--- src/rtl/hazard_pkg.sv ---
// hazard_pkg: forwarding select codes, register constants and multiply latency
// shared by the hazard controller and the Execute-stage operand mux.
package hazard_pkg;
    localparam logic [1:0] FWD_RF      = 2'b00;
    localparam logic [1:0] FWD_W       = 2'b01;
    localparam logic [1:0] FWD_M       = 2'b10;
    localparam logic [3:0] REG_PC      = 4'd15;
    localparam int         MUL_LAT_DEF = 3;

    // Memory stage wins over Writeback because it holds the younger result; R15 is never forwarded.
    function automatic logic [1:0] fwd_sel(
        input logic       rw_m,
        input logic [3:0] wa_m,
        input logic       rw_w,
        input logic [3:0] wa_w,
        input logic [3:0] ra
    );
        return (ra == REG_PC)           ? FWD_RF :
               (rw_m && (wa_m == ra))   ? FWD_M  :
               (rw_w && (wa_w == ra))   ? FWD_W  : FWD_RF;
    endfunction
endpackage

--- src/rtl/sat_counter.sv ---
// sat_counter: event counter that sticks at all-ones instead of wrapping.
module sat_counter #(
    parameter int W = 16
) (
    input  logic         clk,
    input  logic         reset,
    input  logic         inc,
    output logic [W-1:0] count
);
    always_ff @(posedge clk or posedge reset) begin
        if (reset)
            count <= '0;
        else if (inc && !(&count))
            count <= count + 1'b1;
    end
endmodule

--- src/rtl/hazard_ctrl.sv ---
// hazard_ctrl: operand forwarding selects, load-use / multiply stalls, branch flushes
// and saturating stall/flush event counters for the 5-stage core.
module hazard_ctrl
    import hazard_pkg::*;
#(
    parameter int MUL_LAT = MUL_LAT_DEF,
    parameter int CNT_W   = 16
) (
    input  logic             clk,
    input  logic             reset,
    input  logic [3:0]       RA1D,
    input  logic [3:0]       RA2D,
    input  logic [3:0]       RA1E,
    input  logic [3:0]       RA2E,
    input  logic [3:0]       WA3E,
    input  logic [3:0]       WA3M,
    input  logic [3:0]       WA3W,
    input  logic             RegWriteE,
    input  logic             RegWriteM,
    input  logic             RegWriteW,
    input  logic             MemtoRegE,
    input  logic             BranchTakenE,
    input  logic             MulE,
    output logic [1:0]       ForwardA,
    output logic [1:0]       ForwardB,
    output logic             StallF,
    output logic             StallD,
    output logic             StallE,
    output logic             FlushD,
    output logic             FlushE,
    output logic             BubbleM,
    output logic             MulBusy,
    output logic [CNT_W-1:0] StallCount,
    output logic [CNT_W-1:0] FlushCount
);
    localparam logic [3:0] MUL_LAST = 4'(MUL_LAT - 1);

    logic [3:0] r_mul_cnt;
    logic [3:0] w_mul_cnt_nxt;
    logic       w_ldr_stall;
    logic       w_mul_stall;

    always_ff @(posedge clk or posedge reset) begin
        if (reset)
            r_mul_cnt <= '0;
        else
            r_mul_cnt <= w_mul_cnt_nxt;
    end

    // Every output is gated by reset so the pipeline sees a clean idle controller while it is held.
    always_comb begin
        w_ldr_stall   = MemtoRegE && RegWriteE && ((RA1D == WA3E) || (RA2D == WA3E));
        w_mul_stall   = MulE && (r_mul_cnt < MUL_LAST);
        w_mul_cnt_nxt = w_mul_stall ? r_mul_cnt + 4'd1 : 4'd0;
        ForwardA      = reset ? FWD_RF : fwd_sel(RegWriteM, WA3M, RegWriteW, WA3W, RA1E);
        ForwardB      = reset ? FWD_RF : fwd_sel(RegWriteM, WA3M, RegWriteW, WA3W, RA2E);
        StallF        = !reset && (w_ldr_stall || w_mul_stall);
        StallD        = !reset && (w_ldr_stall || w_mul_stall) && !BranchTakenE;
        StallE        = !reset && w_mul_stall;
        FlushD        = !reset && BranchTakenE;
        FlushE        = !reset && (w_ldr_stall || BranchTakenE) && !w_mul_stall;
        BubbleM       = !reset && w_mul_stall;
        MulBusy       = !reset && (r_mul_cnt != 4'd0);
    end

    sat_counter #(.W(CNT_W)) u_stall_cnt (
        .clk   (clk),
        .reset (reset),
        .inc   (StallF),
        .count (StallCount)
    );

    sat_counter #(.W(CNT_W)) u_flush_cnt (
        .clk   (clk),
        .reset (reset),
        .inc   (FlushE),
        .count (FlushCount)
    );
endmodule

--- config.mk ---
export PLATFORM = sky130hd
export DESIGN_NAME = hazard_ctrl
export DESIGN_NICKNAME = d
export VERILOG_FILES = /design/src/rtl/hazard_pkg.sv /design/src/rtl/sat_counter.sv /design/src/rtl/hazard_ctrl.sv
export SDC_FILE = /design/constraint.sdc
export NUM_CORES = 1
export LEC_CHECK = 0
export ABC_AREA = 1
export BUFFER_PORTS_ARGS = -buffer_cell sky130_fd_sc_hd__buf_2
export CAP_MARGIN = 20
export CORE_MARGIN = 2
export CORE_UTILIZATION = 40
export DETAILED_ROUTE_END_ITERATION = 10
export SYNTH_ARGS = -nofsm -noshare
export SYNTH_HDL_FRONTEND = slang
export SYNTH_SLANG_ARGS = --single-unit
--- constraint.sdc ---
create_clock -name clk -period 4.97 [get_ports clk]
set_input_delay 0.497 -clock clk [delete_from_list [all_inputs] [get_ports clk]]
set_output_delay 0.497 -clock clk [all_outputs]
set_load 0.02 [all_outputs]
==> summary by stage <==
Status
The run finished with clean final reports.

Global routing
The met3 usage is 0.0331. Across every metal layer, demand over resource in global routing totals 0.185. Summed over all layers, the global routing overflow is 0. The initial antenna violation count is 0. The met1 capacity usage during global routing is 0.232. The most used routing layer is met2. The maximum number of pins on one net before global-route repair is 27. The via count of the first global-routing pass is 2,492.

The global-route wire length before repair is 11,000 µm. The met2 capacity usage during global routing is 0.324.

Logic synthesis
The area fraction of the dominant cell type after synthesis is 0.343. The number of flops mapped to enable cells by yosys is 0. The synthesized area per cell is 6.73 µm². The library cell occupying the most area in the post-synthesis netlist is dfrtp_1.

The async set-or-reset flop fraction in the synthesized netlist is 1.00. The number of distinct standard cells referenced by the synthesized netlist is 33. The most common cell in the synthesized netlist is nand2_1.

The commonest cells after synthesis are nand2_1 (135), inv_1 (47), nor2_1 (39). The portion of the post-synthesis area used by sequential elements is 0.343. In the post-synthesis netlist, the biggest area contributors are dfrtp_1 (34%), nand2_1 (19%), inv_1 (6.7%), nand3_1 (5.9%), xnor2_1 (5.7%). The net count after synthesis is 430. The count of yosys warnings during synthesis is 0. The cell area that synthesis handed to floorplanning was 2630 µm².

The post-synthesis instance total is 390. For this run, the leading register cell type out of synthesis is dfrtp_1. The total of flip-flops plus latches after synthesis is 36.

Floorplan
The die covers 7230 µm². The initial utilization of the core area, before any placement, comes to 0.414. The total I/O pin count is 79. Measured along the y axis, the die boundary spans 85.0 µm.

The horizontal die dimension is 85.0 µm. The core region area is 6350 µm². The count of standard-cell rows is 29.

Routing
The total number of vias is 2,656. For this block, the routed nets add up to 6320 µm of wire. The detailed router's first-iteration violation count is 63. The detailed-route wire length per cell is 11.6 µm. The DRC violation count after routing is 0. The final antenna-violating net count is 0. The mean number of vias per cell is 4.88. The first-pass detailed-route iteration total is 4.

Timing
The worst pin sits at a relative slew slack of 0.550. Setup violations remaining at the end of the flow were counted as 0. The tightest hold path in the finished design has a slack of 344 ps. The count of final max-slew check failures is 0. Dividing the final minimum period by the clock period gives 0.551. The setup total negative slack is 0 ps. Setup repair after global routing left no endpoint under its margin. The number of hold violations in the final report is 0. The smallest clock period supported by the final layout is computed as 2740 ps. At the pin with the least slew margin, the transition time is 674 ps. Timing would allow up to 365 MHz.

On the final layout, the worst clock skew is 6.85 ps.

Place
The total half-perimeter wirelength after legalization and detailed placement is 4770 µm. The routability congestion estimate from global placement is 0.850. Buffers placed on the I/O ports in this run total 78.

Critical path
The largest fanout on the critical path is 21. The startpoint type of the worst setup path is an input port. The worst setup slack for register-to-register paths is 2790 ps.

STA puts the critical path data arrival time at 2240 ps. The startpoint-to-endpoint class of the critical path is input port to primary output. The endpoint identified for the worst register-to-register timing path is u_stall_cnt.count[6]$_DFFE_PP0P_. The category of the worst setup path capture point is a primary output. The worst endpoint required time is 4470 ps. The launch point of the worst reg-to-reg path is r_mul_cnt[2]$_DFF_PP0_. The worst reg-to-reg path cell count is 8.

Job
The tool flagged a number of max-cap violations equal to 0.

Final layout
The net count of the finished layout is 506. The filler cell count is 678. The antenna diode count is 0. In the final layout, the share of cells above drive strength 1 is 0.208. The share of the core filled with cells in the final layout is 0.497. The layout overhead on the synthesized area is 20.2%.

Clocking
After clock tree synthesis, the clock-pin slew on the worst setup and hold paths is 80 ps. The clock latency reported for the late side of the worst-skew pair is 290 ps. The H-tree was split into 2 levels. The number of sinks driven by the clock tree is 36.

Post-CTS timing repair inserted 0 buffers for setup. The number of buffers inserted for hold repair after clock tree synthesis is 0. TritonCTS built the clock tree. The tree is rooted in a clkbuf_8. The buffer depth of the longest clock path is 2. Gates resized during post-CTS repair numbered 0. The number of buffers added by the clock tree synthesis step is 5.

Power and ir drop
The worst voltage drop across the vdd grid is 0.159 mV. The analysis attributes to cell leakage a power of 1.79 nW. The power density of the placed cells is 250 nW/µm².

Min path
The path class of the tightest hold or removal check is input port to async pin.
## critical path, cell delays in order
cell      delay, ps
buf_2           130
inv_1           500
buf_4           410
nand2_1         120
a211oi_1        230
nand3_1         100
nor2_1           90
buf_2           170
## per-layer routing
| metal | part of all wire | vias up |
|---|---|---|
| met3 | 0.035 | 6 |
| met5 | 0 | - |
| met4 | 0.011 | 0 |
| met1 | 0.47 | 1207 |
| li1 | - | 1396 |
| met2 | 0.49 | 47 |
## placed cells by master, fill, tap and decap left out, types with 2 or more instances in the layout
cell type	count
a21oi_1	6
and3_1	2
buf_2	78
clkbuf_8	6
clkinv_2	2
dfrtp_1	36
ha_1	4
inv_1	47
nand2_1	135
nand2_2	2
nand3_1	31
nand3b_1	2
nand4_1	21
nor2_1	39
nor2_2	2
nor3_1	6
nor4_1	2
o21ai_1	3
o22ai_1	5
xnor2_1	17
xor2_1	9
## cell type report
class | count | area (µm²) | share of cell area
repair buffers | 79 | 398 | 0.126
clock buffers | 6 | 82.6 | 0.0262
well taps | 77 | 96.3 | 0.0305
clock inverters | 2 | 10.0 | 0.00317
inverters | 48 | 180 | 0.0571
multi-input cells | 296 | 1490 | 0.471
flip-flops and latches | 36 | 901 | 0.285
## flip-flops by register name, summed over array words and instances, names as in the netlist
name,count
u_flush_cnt.count,16
u_stall_cnt.count,16
r_mul_cnt,4
## cells by family after synthesis
kind of cell,count (synthesis),synth area share
and+or+nand+nor,247,0.419
AOI/OAI and AO/OA,18,0.0400
DFF,36,0.343
adders and majority gates,4,0.0191
buffers and inverters,58,0.0905
other,1,0.00143
xor gates and xnor gates,26,0.0867
## metrics by stage
| step | area, µm² | setup slack, ps | power [mW] | instances |
|---|---|---|---|---|
| final | 3160 | 2230 | 0.788 | 544 |
| after global routing | 3160 | 1910 | 0.842 | 544 |
| after floorplan | 2630 | 2410 | 0.503 | 390 |
| after detailed placement | 3060 | 2030 | 0.577 | 536 |
| after CTS | 3160 | 2130 | 0.798 | 544 |
| after global placement | 3060 | 2100 | 0.574 | 536 |
## worst max-delay path by stage
stage / startpoint / end / cells past startpoint
after floorplan: reset / ForwardA[0] / 5
after global placement: reset / u_flush_cnt.count[2]$_DFFE_PP0P_ / 8
after detailed placement: reset / u_flush_cnt.count[10]$_DFFE_PP0P_ / 8
after CTS: reset / ForwardA[0] / 8
after global routing: reset / ForwardA[0] / 8
final: reset / ForwardA[0] / 8
## where the power goes
group,internal (mW),total [mW],switching [mW],leakage (nW)
sequential,0.320,0.365,0.0448,0.490
combinational,0.0776,0.205,0.127,1.25
clock,0.111,0.218,0.108,0.0510
total,0.508,0.788,0.280,1.79
No activity file was read; power rests on OpenSTA's default activity.
